## src/rtl/btn_conditioner.sv

```systemverilog
// Multi-channel push-button conditioner: 2-flop sync, counter debounce, press/release strobes, hold-to-repeat.
// Latency btn_in -> level/press is 2 + DEBOUNCE_CYCLES cycles; no backpressure, every output is a strobe or level.
module btn_conditioner #(
  parameter int N_CH            = 5,
  parameter int DEBOUNCE_CYCLES = 1_000_000,
  parameter int REPEAT_DELAY    = 50_000_000,
  parameter int REPEAT_PERIOD   = 10_000_000
) (
  input  logic            clk,
  input  logic            reset_,
  input  logic [N_CH-1:0] btn_in,
  input  logic [N_CH-1:0] repeat_en,
  output logic [N_CH-1:0] level,
  output logic [N_CH-1:0] press,
  output logic [N_CH-1:0] release_,
  output logic [N_CH-1:0] rpt,
  output logic [N_CH-1:0] step,
  output logic            any_press
);

  localparam int DW   = $clog2(DEBOUNCE_CYCLES + 1);
  localparam int RMAX = (REPEAT_DELAY > REPEAT_PERIOD) ? REPEAT_DELAY : REPEAT_PERIOD;
  localparam int RW   = $clog2(RMAX + 1);

  localparam logic [DW-1:0] DB_LAST = DW'(DEBOUNCE_CYCLES - 1);
  localparam logic [RW-1:0] RD      = RW'(REPEAT_DELAY);
  localparam logic [RW-1:0] RP      = RW'(REPEAT_PERIOD);
  localparam logic [RW-1:0] R_ONE   = RW'(1);

  typedef enum logic [1:0] {IDLE, DELAY, REPEAT} rpt_state_t;

  logic [N_CH-1:0] meta;
  logic [N_CH-1:0] sync;

  always_ff @(posedge clk or posedge reset_) begin
    if (reset_) begin
      meta <= '0;
      sync <= '0;
    end else begin
      meta <= btn_in;
      sync <= meta;
    end
  end

  for (genvar i = 0; i < N_CH; i++) begin : g_ch
    logic [DW-1:0] db_cnt;
    logic          lvl_q, press_q, rel_q, rpt_q;
    logic          differ, flip;
    rpt_state_t    state_q, state_d;
    logic [RW-1:0] rcnt_q, rcnt_d;
    logic          rpt_d;

    assign differ = sync[i] ^ lvl_q;
    assign flip   = differ && (db_cnt == DB_LAST);

    always_ff @(posedge clk or posedge reset_) begin
      if (reset_) begin
        db_cnt  <= '0;
        lvl_q   <= 1'b0;
        press_q <= 1'b0;
        rel_q   <= 1'b0;
      end else begin
        press_q <= flip & ~lvl_q;
        rel_q   <= flip & lvl_q;
        if (!differ || flip) begin
          db_cnt <= '0;
        end else begin
          db_cnt <= db_cnt + DW'(1);
        end
        if (flip) begin
          lvl_q <= ~lvl_q;
        end
      end
    end

    // Release and a disabled repeat_en both abort the FSM without a final strobe.
    always_comb begin
      state_d = state_q;
      rcnt_d  = rcnt_q;
      rpt_d   = 1'b0;
      if ((flip && lvl_q) || !repeat_en[i]) begin
        state_d = IDLE;
        rcnt_d  = '0;
      end else begin
        case (state_q)
          IDLE: begin
            if (flip && !lvl_q) begin
              state_d = DELAY;
              rcnt_d  = R_ONE;
            end
          end
          DELAY: begin
            if (rcnt_q == RD) begin
              rpt_d   = 1'b1;
              state_d = REPEAT;
              rcnt_d  = R_ONE;
            end else begin
              rcnt_d = rcnt_q + R_ONE;
            end
          end
          REPEAT: begin
            if (rcnt_q == RP) begin
              rpt_d  = 1'b1;
              rcnt_d = R_ONE;
            end else begin
              rcnt_d = rcnt_q + R_ONE;
            end
          end
          default: begin
            state_d = IDLE;
            rcnt_d  = '0;
          end
        endcase
      end
    end

    always_ff @(posedge clk or posedge reset_) begin
      if (reset_) begin
        state_q <= IDLE;
        rcnt_q  <= '0;
        rpt_q   <= 1'b0;
      end else begin
        state_q <= state_d;
        rcnt_q  <= rcnt_d;
        rpt_q   <= rpt_d;
      end
    end

    assign level[i]    = lvl_q;
    assign press[i]    = press_q;
    assign release_[i] = rel_q;
    assign rpt[i]      = rpt_q;
  end

  assign step      = press | rpt;
  assign any_press = |press;

endmodule

```

## config.mk

```make
export PLATFORM = sky130hd
export DESIGN_NAME = btn_conditioner
export DESIGN_NICKNAME = d
export VERILOG_FILES = /design/src/rtl/btn_conditioner.sv
export SDC_FILE = /design/constraint.sdc
export NUM_CORES = 1
export LEC_CHECK = 0
export ABC_AREA = 1
export CAP_MARGIN = 20
export CORE_ASPECT_RATIO = 0.6
export CORE_MARGIN = 2
export CORE_UTILIZATION = 40
export DETAILED_ROUTE_END_ITERATION = 6
export PLACE_DENSITY_LB_ADDON = 0.12
export RECOVER_POWER = 50
export SYNTH_ARGS = -nofsm -noshare
export SYNTH_HDL_FRONTEND = slang
export SYNTH_SLANG_ARGS = --single-unit
```

## constraint.sdc

```tcl
create_clock -name clk -period 10.3 [get_ports clk]
set_input_delay 3.09 -clock clk [delete_from_list [all_inputs] [get_ports clk]]
set_output_delay 3.09 -clock clk [all_outputs]
set_load 0.005 [all_outputs]
```

After elaboration in Yosys (flattened, before gate mapping)
Index checks and enable logic that the tools add are counted.
Word-level totals
  word-level logic and storage cells: 229
  output and inout bits: 26
  bits in registers: 270
  bits of input ports: 12
Cells by class
  bitwise operators: 21
  equality and inequality tests: 40
  reductions and logical operators: 51
  mux-type cells: 70
  $add $sub $neg: 10
Operators with widths (count)
  $mux 26: 20
  $pmux 26 s3: 5
  $add 26x1->26 const B: 5
  $eq 26x24->1 const B: 5
  $eq 26x26->1 const B: 5
  $add 20x1->20 const B: 5
  $eq 20x20->1 const B: 5
  $mux 20: 5
  $mux 2: 15
  $ne 3x3->1 const B: 10
  $pmux 2 s3: 5
  $logic_and 1x1->1: 15
  $logic_not 1->1: 15
  $mux 1: 15
  $reduce_and 3->1: 5
  $and 1x1->1: 10
  $eq 2x1->1 const B: 5
  $eq 2x2->1 const B: 5
  $logic_not 2->1: 5
  $logic_or 1x1->1: 10
  $ne 2x2->1 const B: 5
  $pmux 1 s2: 5
  $not 1->1: 5
  $or 5x5->5: 1
  other kinds (2): 6

Longest topological paths before layout
Gate-level depths: netlist of run 1.
  word-level depth: 6
  gate-level depth with buffers: 14
  depth with buffers taken out: 13

Worst setup path after synthesis of run 1
OpenSTA, ideal clock, no wires.
  path kind: in2reg
  start: input port repeat_en[1]
  end: register g_ch[1].rcnt_q[2]
  path buffers: 2
  slack: 6.423 ns
  stages on the path: 8
  data arrival time: 3.757 ns
  setup time: 0.120 ns
  data required time: 10.180 ns
  cells stage by stage: nand2_1 > inv_1 > nand2_2 > buf_6 > buf_8 > nand2_2 > xor2_1 > nor2_1
Between the ends
  word-level cells in the longest chain between the ends: 3
  elaborated cells on any way between the ends: 4
  classes of those cells: eq/ne: 1; mux: 1; reduce/logical: 2
Ends and longest elaborated chain
  start: declaration: RTL line 12  | input logic [N_CH-1:0] repeat_en,
  $logic_not 1->1 *: RTL line 81  | if ((flip && lvl_q) || !repeat_en[i]) begin
  $logic_or 1x1->1 *: RTL line 81
  $ne 3x3->1 (no source line) / $mux 26 (equally long branches)
  end signal: assignment: RTL line 124  | rcnt_q <= rcnt_d;
  end: declaration: RTL line 50  | logic [RW-1:0] rcnt_q, rcnt_d;
Mark *: on every way between the ends. The rest lies on a longest branch, timed or not.
A chain may end at the register's enable or synchronous reset.

==> flow_metrics.tcl, run 1 <==
set metrics [dict create \
    antenna_cells 0 \
    fin_ws_ns 3.73 \
    outcome "finished, violations left" \
    cts.repair.resized 0 \
    syn_area_um2 16900 \
    antenna_left 0 \
    setup_tns_ns 0 \
    synth.avg_cell_area_um2 7.16 \
    coreArea_um2 41800 \
    fmax_mhz 152 \
    fin_skew_ns 0.0270 \
    final_cells 2967 \
    synth-compound-area-share_pct 5.97 \
    dp_cells 2911 \
    antenna_found_initial 0 \
    synth-simple-area-share_pct 37.2 \
    yosys-mux-area-fraction_pct 0 \
    synthTopCellsByArea "dfrtp_1 (40%), nand2_1 (13%), nor2_1 (9.0%)" \
    hold_class "register to register" \
    crit_arrival_ns 6.63 \
    synthCells 2363 \
    preCtsSetupSlack_ns 5.18 \
    drt_first_pass_iters 5 \
    period_needed_ns 6.57 \
    synth_xor_area_share_pct 4.25 \
    failed_checks "capacitance limit, slew limit" \
    gr-total-overflow 0 \
    clk_path_buf_depth 3 \
    drive_above_1_share_pct 5.09 \
    clk_latency_ns 0.58 \
    synth_top_cell_by_area "dfrtp_1" \
    fillers 4286 \
    yosys_warnings 0 \
    crit_path_end_kind "asynchronous set/reset pin" \
    vias 15000 \
    clkSinkCount 270 \
    die_w_um 269 \
    grt_usage_pct 19.7 \
    max_cap_violations 3 \
    post_cts_buffers 0 \
    worst_ep_required_time_ns 10.36 \
    io_buffer_count 37 \
    start_kind "primary input" \
    synth_common_cells "nand2_1 (574), nor2_1 (406), inv_1 (286)" \
    path_class "primary input to asynchronous set/reset pin" \
    drt_iter0_drc 1377 \
    grt_max_degree 136 \
    whs_ns 0.356 \
    synth_flop_cell "dfrtp_1" \
    min_period_over_period_pct 63.8 \
    wl_mm 42.9 \
    tritoncts.num_buffers 30 \
    gp_congestion 0.928 \
    ys_seq_elements 270 \
    clkTransAtPathRegs_ns 0.06 \
    grt_pass1_wl_mm 71.6 \
    final-setup-viol-count 0 \
    slew_headroom_pct -90.4 \
    drv_slew 94 \
    rsz0062_at_grt "no" \
    synthArstFlopShare_pct 100 \
    nNetsFinal 2429 \
    worstMarginPinSlew_ns 2.86 \
    ios 38 \
    post-route-drc-count 0 \
    die-area_um2 44000 \
    die_h_um 163 \
    row_count 58 \
    yosys.area.top_type_share_pct 39.9 \
    path_max_fanout 53 \
    via_per_inst 5.04 \
    synth_fa_ha_area_share_pct 3.25 \
    avgRoutedWirePerCell_um 14.5 \
    initial_core_util_pct 40.5 \
    hold_viol_final 0 \
    synth_top_family_by_area "simple AND/OR/NAND/NOR gates" \
    p_leak_nw 8.21 \
    dp_hpwl_mm 31.8 \
    areaGrowthSynthToFinish_pct 9.69 \
    synth-edff-count 0 \
    synth_seq_area_share_pct 39.9 \
    hold_buffers 0 \
    powerDensity_nw_per_um2 154 \
    cts-root-buf "clkbuf_16" \
    cts_tree "yes" \
    multi_input_area_um2 8500 \
    grt_pass1_vias 13400 \
    yosysMostFrequentCell "nand2_1" \
    regArea_um2 6760 \
    vdd_drop_max_mv 0.131 \
    synth.distinct_cells 50 \
    cts_htree_levels 1 \
    syn-num-nets 2419 \
]
cells by family (layout without fill, tap and decap cells):
family / count (synthesis) / count (layout)
AOI/OAI and AO/OA: 186 / 186
xor gates and xnor gates: 82 / 82
adders and majority gates: 44 / 44
buffers and inverters: 363 / 397
DFF: 270 / 270
and+or+nand+nor: 1418 / 1418
state kept, by name (all words and copies together) (netlist names):
signal / count
g_ch.db_cnt: 100
g_ch.lvl_q: 5
g_ch.press_q: 5
g_ch.rcnt_q: 130
g_ch.rel_q: 5
g_ch.rpt_q: 5
g_ch.state_q: 10
meta: 5
sync: 5
worst max-delay path: stages:
cell,delay [ns]
dlygate4sd3_1,0.55
clkinvlp_2,0.86
clkbuf_1,2.08
final timing paths:
| kind | from | endpoint | slack [ns] | depth (start not counted) |
|---|---|---|---|---|
| max in group clk | repeat_en[0] | g_ch[0].rcnt_q[7] | 4.51 | 4 |
| worst min-delay path | meta[2] | sync[2] | 0.36 | 0 |
| min in group asynchronous | reset_ | g_ch[0].state_q[0] | 3.30 | 2 |
| worst min register to register | meta[2] | sync[2] | 0.36 | 0 |
| worst max-delay path | reset_ | g_ch[2].state_q[0] | 3.73 | 3 |
| worst max register to register | g_ch[0].db_cnt[0] | g_ch[0].rcnt_q[7] | 6.50 | 9 |
per-stage QoR:
step / power (mW) / instance area [um2] / utilization [%]
after floorplan: 1.64 / 16900 / -
after global placement: 1.72 / 17600 / 42.0
after detailed placement: 1.73 / 17600 / 42.0
after CTS: 2.90 / 18600 / 44.6
after global routing: 3.03 / 18600 / 44.4
final: 2.85 / 18600 / 44.4
power by group:
part / internal [mW] / switching (mW)
clock: 0.688 / 0.464
sequential: 1.10 / 0.0442
combinational: 0.138 / 0.415
total: 1.93 / 0.923
cell type report:
type	instances	share of cell area, %
clock buffers	36	4.39
inverters	301	6.11
clock inverters	20	1.27
repair buffers	40	2.16
flip-flops and latches	270	36.4
multi-input cells	1730	45.8
well taps	570	3.84
routing by layer:
layer  wire [um]  part of all wire [%]  vias to the layer above  track usage, %
li1            -                     -                     7586               -
met5           0                     0                        -               0
met1       24200                    57                     6909            33.7
met3        2540                   5.9                       49            2.75
met2       15200                    35                      421            24.8
met4         898                   2.1                        0            4.39
cells in the final DEF (no fill, tap or decap), types with 3 or more instances in the layout:
cell type / instances
o21ai_1: 5
nor2_1: 409
a211oi_1: 3
nor3_2: 7
xor2_1: 71
xnor2_1: 11
nor2_4: 5
nor2_2: 19
nand3b_1: 4
clkbuf_16: 31
bufinv_16: 5
nor3_1: 81
ha_1: 44
and3_1: 7
clkinvlp_4: 3
clkinv_2: 11
o21ai_0: 71
clkinvlp_2: 3
o21a_1: 8
clkdlybuf4s50_1: 26
dfrtp_1: 270
a21oi_1: 78
o211ai_1: 3
nor3b_1: 3
nand2_2: 6
dlygate4sd3_1: 11
clkbuf_1: 4
o22ai_1: 3
nor4_1: 16
nand2_1: 580
or2_2: 6
inv_2: 8
a31oi_1: 7
nand3_1: 167
inv_1: 288
nand4_2: 4
nand4_1: 95
Power figures use the tool's default switching activity.
==> run 2, diff against run 1 <==
==> constraint.sdc (replaced) <==
create_clock -name clk -period 5.77 [get_ports clk]
set_input_delay 1.731 -clock clk [delete_from_list [all_inputs] [get_ports clk]]
set_output_delay 1.731 -clock clk [all_outputs]
set_load 0.005 [all_outputs]
==> run 2 against run 1 <==
The run still ends with capacitance limit, slew limit left; power increased by 74%; clock power rose by 67%; highest routed layer unchanged; setup slack got worse by 1.9 ns; sequential share of layout area about the same; utilization barely moved; die area is the same; register-to-register slack got worse by 3.5 ns; via count shrank 0.41%; largest power group unchanged; sequential cell count is the same; design area decreased by 0.10%; critical path type unchanged; cell count fell by 0.10%.
==> flow_metrics.tcl, run 2 (synthesis gave the netlist of run 1 again) <==
set metrics [dict create \
    antenna_cells 0 \
    rr_endpoint "g_ch[3].rcnt_q[22]" \
    drt_iter0_drc 1336 \
    crit_path_end_kind "asynchronous set/reset pin" \
    drt_first_pass_iters 5 \
    fmax_mhz 256 \
    critPathBufInv 3 \
    gp_congestion 0.954 \
    hold_viol_final 0 \
    io_buffer_count 37 \
    row_count 58 \
    crit_arrival_ns 4.23 \
    setup_tns_ns 0 \
    rsz0062_at_grt "no" \
    crit_slowest_cell "clkbuf_2" \
    vdd_drop_max_mv 0.203 \
    grt_max_degree 93 \
    crit_chain "dlygate4sd3_1 > clkinvlp_2 > clkbuf_2" \
    final-setup-viol-count 0 \
    cts_tree "yes" \
    ios 38 \
    antenna_found_initial 0 \
    clkTransAtPathRegs_ns 0.06 \
    clkSinkCount 270 \
    clk_latency_ns 0.56 \
    cpPeakStageDelay_ns 1.37 \
    regToRegSetupSlack_ns 3.00 \
    crit_family "buffers and inverters" \
    nNetsFinal 2430 \
    largest_reg_flops 130 \
    dp_hpwl_mm 31.2 \
    die-area_um2 44000 \
    cts_htree_levels 1 \
    mostFrequentLayoutCell "nand2_1" \
    tritoncts.num_buffers 29 \
    die_w_um 269 \
    path_max_fanout 71 \
    vias 14900 \
    preCtsSetupSlack_ns 2.03 \
    hold_buffers 0 \
    post-route-drc-count 0 \
    slew_headroom_pct -19.3 \
    areaGrowthSynthToFinish_pct 9.58 \
    clk_path_buf_depth 3 \
    max_cap_violations 2 \
    fillers 4286 \
    outcome "finished, violations left" \
    via_per_inst 5.03 \
    min-delay-start "meta[4]" \
    cts.repair.resized 0 \
    worst_ep_required_time_ns 6.09 \
    fin_ws_ns 1.87 \
    grt_pass1_wl_mm 69.8 \
    coreArea_um2 41800 \
    max_flop_register "g_ch.rcnt_q" \
    final_cell_mix "nand2_1 (574), nor2_1 (409), inv_1 (285)" \
    grt_usage_pct 19.2 \
    path_class "primary input to asynchronous set/reset pin" \
    failed_checks "capacitance limit, slew limit" \
    initial_core_util_pct 40.5 \
    worstHoldEndpoint "sync[4]" \
    drv_slew 103 \
    p_leak_nw 8.19 \
    wl_mm 41.7 \
    die_h_um 163 \
    period_needed_ns 3.90 \
    hold_class "register to register" \
    worst_r2r_startpoint "g_ch[3].db_cnt[0]" \
    drive_above_1_share_pct 5.26 \
    post_cts_buffers 0 \
    antenna_left 0 \
    whs_path_depth 0 \
    fin_skew_ns 0.0142 \
    reg_top3 "g_ch.rcnt_q: 130 flops, g_ch.db_cnt: 100 flops, g_ch.state_q: 10 flops" \
    grt_pass1_vias 13400 \
    start_kind "primary input" \
    worstMarginPinSlew_ns 1.79 \
    worstRegToRegCells 10 \
    min_period_over_period_pct 67.6 \
    cts-root-buf "clkbuf_16" \
    avgRoutedWirePerCell_um 14.1 \
    powerDensity_nw_per_um2 268 \
    gr-total-overflow 0 \
]
run 2: cell type report:
| class | count | area [um2] | share of cell area [%] |
|---|---|---|---|
| Clock buffer | 42 | 845 | 4.56 |
| Clock inverter | 9 | 126 | 0.682 |
| Inverter | 301 | 1130 | 6.12 |
| Multi-Input combinational cell | 1730 | 8540 | 46.1 |
| Sequential cell | 270 | 6760 | 36.5 |
| Tap cell | 570 | 713 | 3.85 |
| Timing Repair Buffer | 42 | 423 | 2.28 |
run 2: layer usage:
metal | up-vias | part of all wire [%] | GRT usage, %
met5 | - | 0 | 0
met3 | 42 | 5.8 | 3.34
met4 | 0 | 1.5 | 3.13
met2 | 344 | 37 | 25.4
met1 | 6936 | 56 | 31.8
li1 | 7581 | - | -
run 2: worst max-delay path by stage:
stage / start / end / slack [ns] / cells past startpoint
finish: reset_ / g_ch[4].db_cnt[7] / 1.87 / 3
global route: reset_ / g_ch[4].rcnt_q[23] / 1.40 / 3
CTS: g_ch[2].press_q / any_press / 1.96 / 3
detailed placement: repeat_en[2] / g_ch[2].rcnt_q[22] / 2.03 / 7
global placement: repeat_en[2] / g_ch[2].rcnt_q[22] / 2.08 / 7
floorplan: reset_ / g_ch[0].db_cnt[0] / 0.47 / 1
run 2: through the flow:
stage	std cells	total power, mW	utilization, %	instance area (um2)	hold WS [ns]
2_1_floorplan	2363	2.92	-	16900	0.331
3_3_place_gp	2912	3.06	42.1	17600	0.334
3_5_place_dp	2912	3.08	42.1	17600	0.342
4_1_cts	2963	5.04	44.4	18600	0.357
5_1_grt	2964	5.28	44.3	18500	0.359
6_report	2964	4.96	44.3	18500	0.355
run 2: where the power goes:
group | total, mW | switching, mW | internal, mW
Sequential | 2.04 | 0.0773 | 1.97
Clock | 1.92 | 0.781 | 1.14
Combinational | 0.998 | 0.741 | 0.257
==> run 3, diff against run 2 <==
==> constraint.sdc (replaced) <==
create_clock -name clk -period 3.46 [get_ports clk]
set_input_delay 1.038 -clock clk [delete_from_list [all_inputs] [get_ports clk]]
set_output_delay 1.038 -clock clk [all_outputs]
set_load 0.005 [all_outputs]
==> run 3 against run 2 <==
The run now ends clean; register-to-register slack lost 1.9 ns; sequential share of layout area shrank 0.071 points; first-iteration DRC count rose by 12%; cell count increased by 0.30%; design area grew 0.20%; largest cell class unchanged; sequential power grew 67%; count of clock-buffer cells in the layout down 6; hold slack barely moved; combinational power up 71%; clock skew is 0.0095 ns higher.
==> flow_metrics.tcl, run 3 (synthesis gave the netlist of run 1 again) <==
set metrics [dict create \
    tritoncts.num_buffers 29 \
    drt_first_pass_iters 6 \
    grt_pass1_wl_mm 71.0 \
    start_kind "register" \
    p_int_mw 5.57 \
    gp_congestion 0.929 \
    clkSinkCount 270 \
    antenna_left 0 \
    final_cell_mix "nand2_1 (574), nor2_1 (409), inv_1 (285)" \
    post_cts_buffers 0 \
    clk_path_buf_depth 3 \
    crit_path_end_kind "output pin" \
    via_per_inst 5.05 \
    drive_above_1_share_pct 5.74 \
    initial_core_util_pct 40.5 \
    grt_pass1_vias 13700 \
    grt_max_degree 97 \
    row_count 58 \
    outcome "finished, final reports clean" \
    path_class "register to output pin" \
    grt_usage_pct 19.5 \
    drv_slew 0 \
    avgRoutedWirePerCell_um 14.4 \
    dp_hpwl_mm 32.0 \
    crit_arrival_ns 2.02 \
    antenna_cells 0 \
    cts-root-buf "clkbuf_16" \
    rsz0062_at_grt "no" \
    min_period_over_period_pct 88.2 \
    coreArea_um2 41800 \
    final-setup-viol-count 0 \
    share_seq_of_total_power_pct 41.0 \
    slew_headroom_pct 2.57 \
    drt_iter0_drc 1501 \
    fin_skew_ns 0.0237 \
    largest_reg_flops 130 \
    die_w_um 269 \
    worst_r2r_startpoint "g_ch[4].db_cnt[0]" \
    hold_viol_final 0 \
    die-area_um2 44000 \
    dp_cells 2921 \
    worst_ep_required_time_ns 2.42 \
    worstMarginPinSlew_ns 1.46 \
    vdd_drop_max_mv 0.290 \
    ios 38 \
    gr-total-overflow 0 \
    setup_tns_ns 0 \
    post-route-drc-count 0 \
    cts_htree_levels 1 \
    vias 15000 \
    io_buffer_count 37 \
    die_h_um 163 \
    areaGrowthSynthToFinish_pct 9.79 \
    wl_mm 42.8 \
    hold_class "register to register" \
    powerDensity_nw_per_um2 447 \
    min-delay-start "meta[1]" \
    worstRegToRegCells 10 \
    clk_latency_ns 0.58 \
    path_max_fanout 3 \
    clkTransAtPathRegs_ns 0.06 \
    p_leak_nw 8.21 \
    max_cap_violations 0 \
    whs_path_depth 0 \
    swShare_pct 32.9 \
    final_cells 2973 \
    power.net_switching_mw 2.73 \
    cts.repair.resized 0 \
    reg_top3 "g_ch.rcnt_q: 130 flops, g_ch.db_cnt: 100 flops, g_ch.state_q: 10 flops" \
    max_flop_register "g_ch.rcnt_q" \
    fmax_mhz 328 \
    period_needed_ns 3.05 \
    antenna_found_initial 0 \
    power.share.clock_pct 38.3 \
    mostFrequentLayoutCell "nand2_1" \
    worstHoldEndpoint "sync[1]" \
    nNetsFinal 2438 \
    hold_buffers 0 \
    combPwrFrac_pct 20.6 \
    rr_endpoint "g_ch[4].state_q[0]" \
    regToRegSetupSlack_ns 1.06 \
    cts_tree "yes" \
]
run 3: cell count changes in the layout (fill, tap and decap cells not counted), sizes merged:
cell	change
buf	+6
clkinv	+4
clkdlybuf4s50	+1
dlygate4sd3	-1
inv	+1
clkbuf	-4
clkinvlp	+2
run 3: worst max path at each step:
stage / start / endpoint / slack [ns] / cells past startpoint
4_1_cts: g_ch[2].press_q / any_press / 0.33 / 3
6_report: g_ch[2].press_q / any_press / 0.41 / 3
3_3_place_gp: repeat_en[1] / g_ch[1].rcnt_q[4] / 0.74 / 6
5_1_grt: g_ch[2].press_q / any_press / 0.32 / 3
3_5_place_dp: repeat_en[1] / g_ch[1].rcnt_q[4] / 0.71 / 6
2_1_floorplan: reset_ / g_ch[0].db_cnt[0] / -1.15 / 1
run 3: layer usage:
metal,global-route usage (%),wire length [um],vias up,share of wire (%)
met5,0,0,-,0
met4,4.02,737,0,1.7
met3,3.12,2880,44,6.7
met2,25.9,15800,427,37
met1,32.2,23400,6959,55
li1,-,-,7593,-
run 3: worst max-delay path: stages (launching register included):
cell and delay, ns:
dfrtp_1 0.52, nor2_1 0.36, nand2_1 0.10, clkdlybuf4s50_1 0.45
run 3: final cells by class:
class,instances,area [um2]
clock buffer,36,792
tap,570,713
clock inverter,16,170
timing repair buffer,50,468
multi-input combinational,1730,8540
sequential,270,6760
inverter,301,1130
fill,4290,23200
run 3: power by group through the flow:
stage / Combinational [mW] / Sequential, mW / Clock (mW)
final: 1.71 / 3.41 / 3.18
after global routing: 1.97 / 3.43 / 3.44
after CTS: 1.73 / 3.41 / 3.31
after detailed placement: 1.73 / 3.46 / 0
after global placement: 1.70 / 3.46 / 0
after floorplan: 1.45 / 3.43 / 0
run 3: per-stage QoR:
stage / power, mW / hold WS (ns) / area (um2) / utilization, % / worst slack [ns]
after floorplan: 4.87 / 0.331 / 16900 / - / -1.15
after global placement: 5.16 / 0.337 / 17700 / 42.3 / 0.744
after detailed placement: 5.19 / 0.346 / 17700 / 42.3 / 0.714
after CTS: 8.45 / 0.361 / 18600 / 44.6 / 0.327
after global routing: 8.84 / 0.368 / 18600 / 44.4 / 0.323
final: 8.30 / 0.355 / 18600 / 44.4 / 0.407
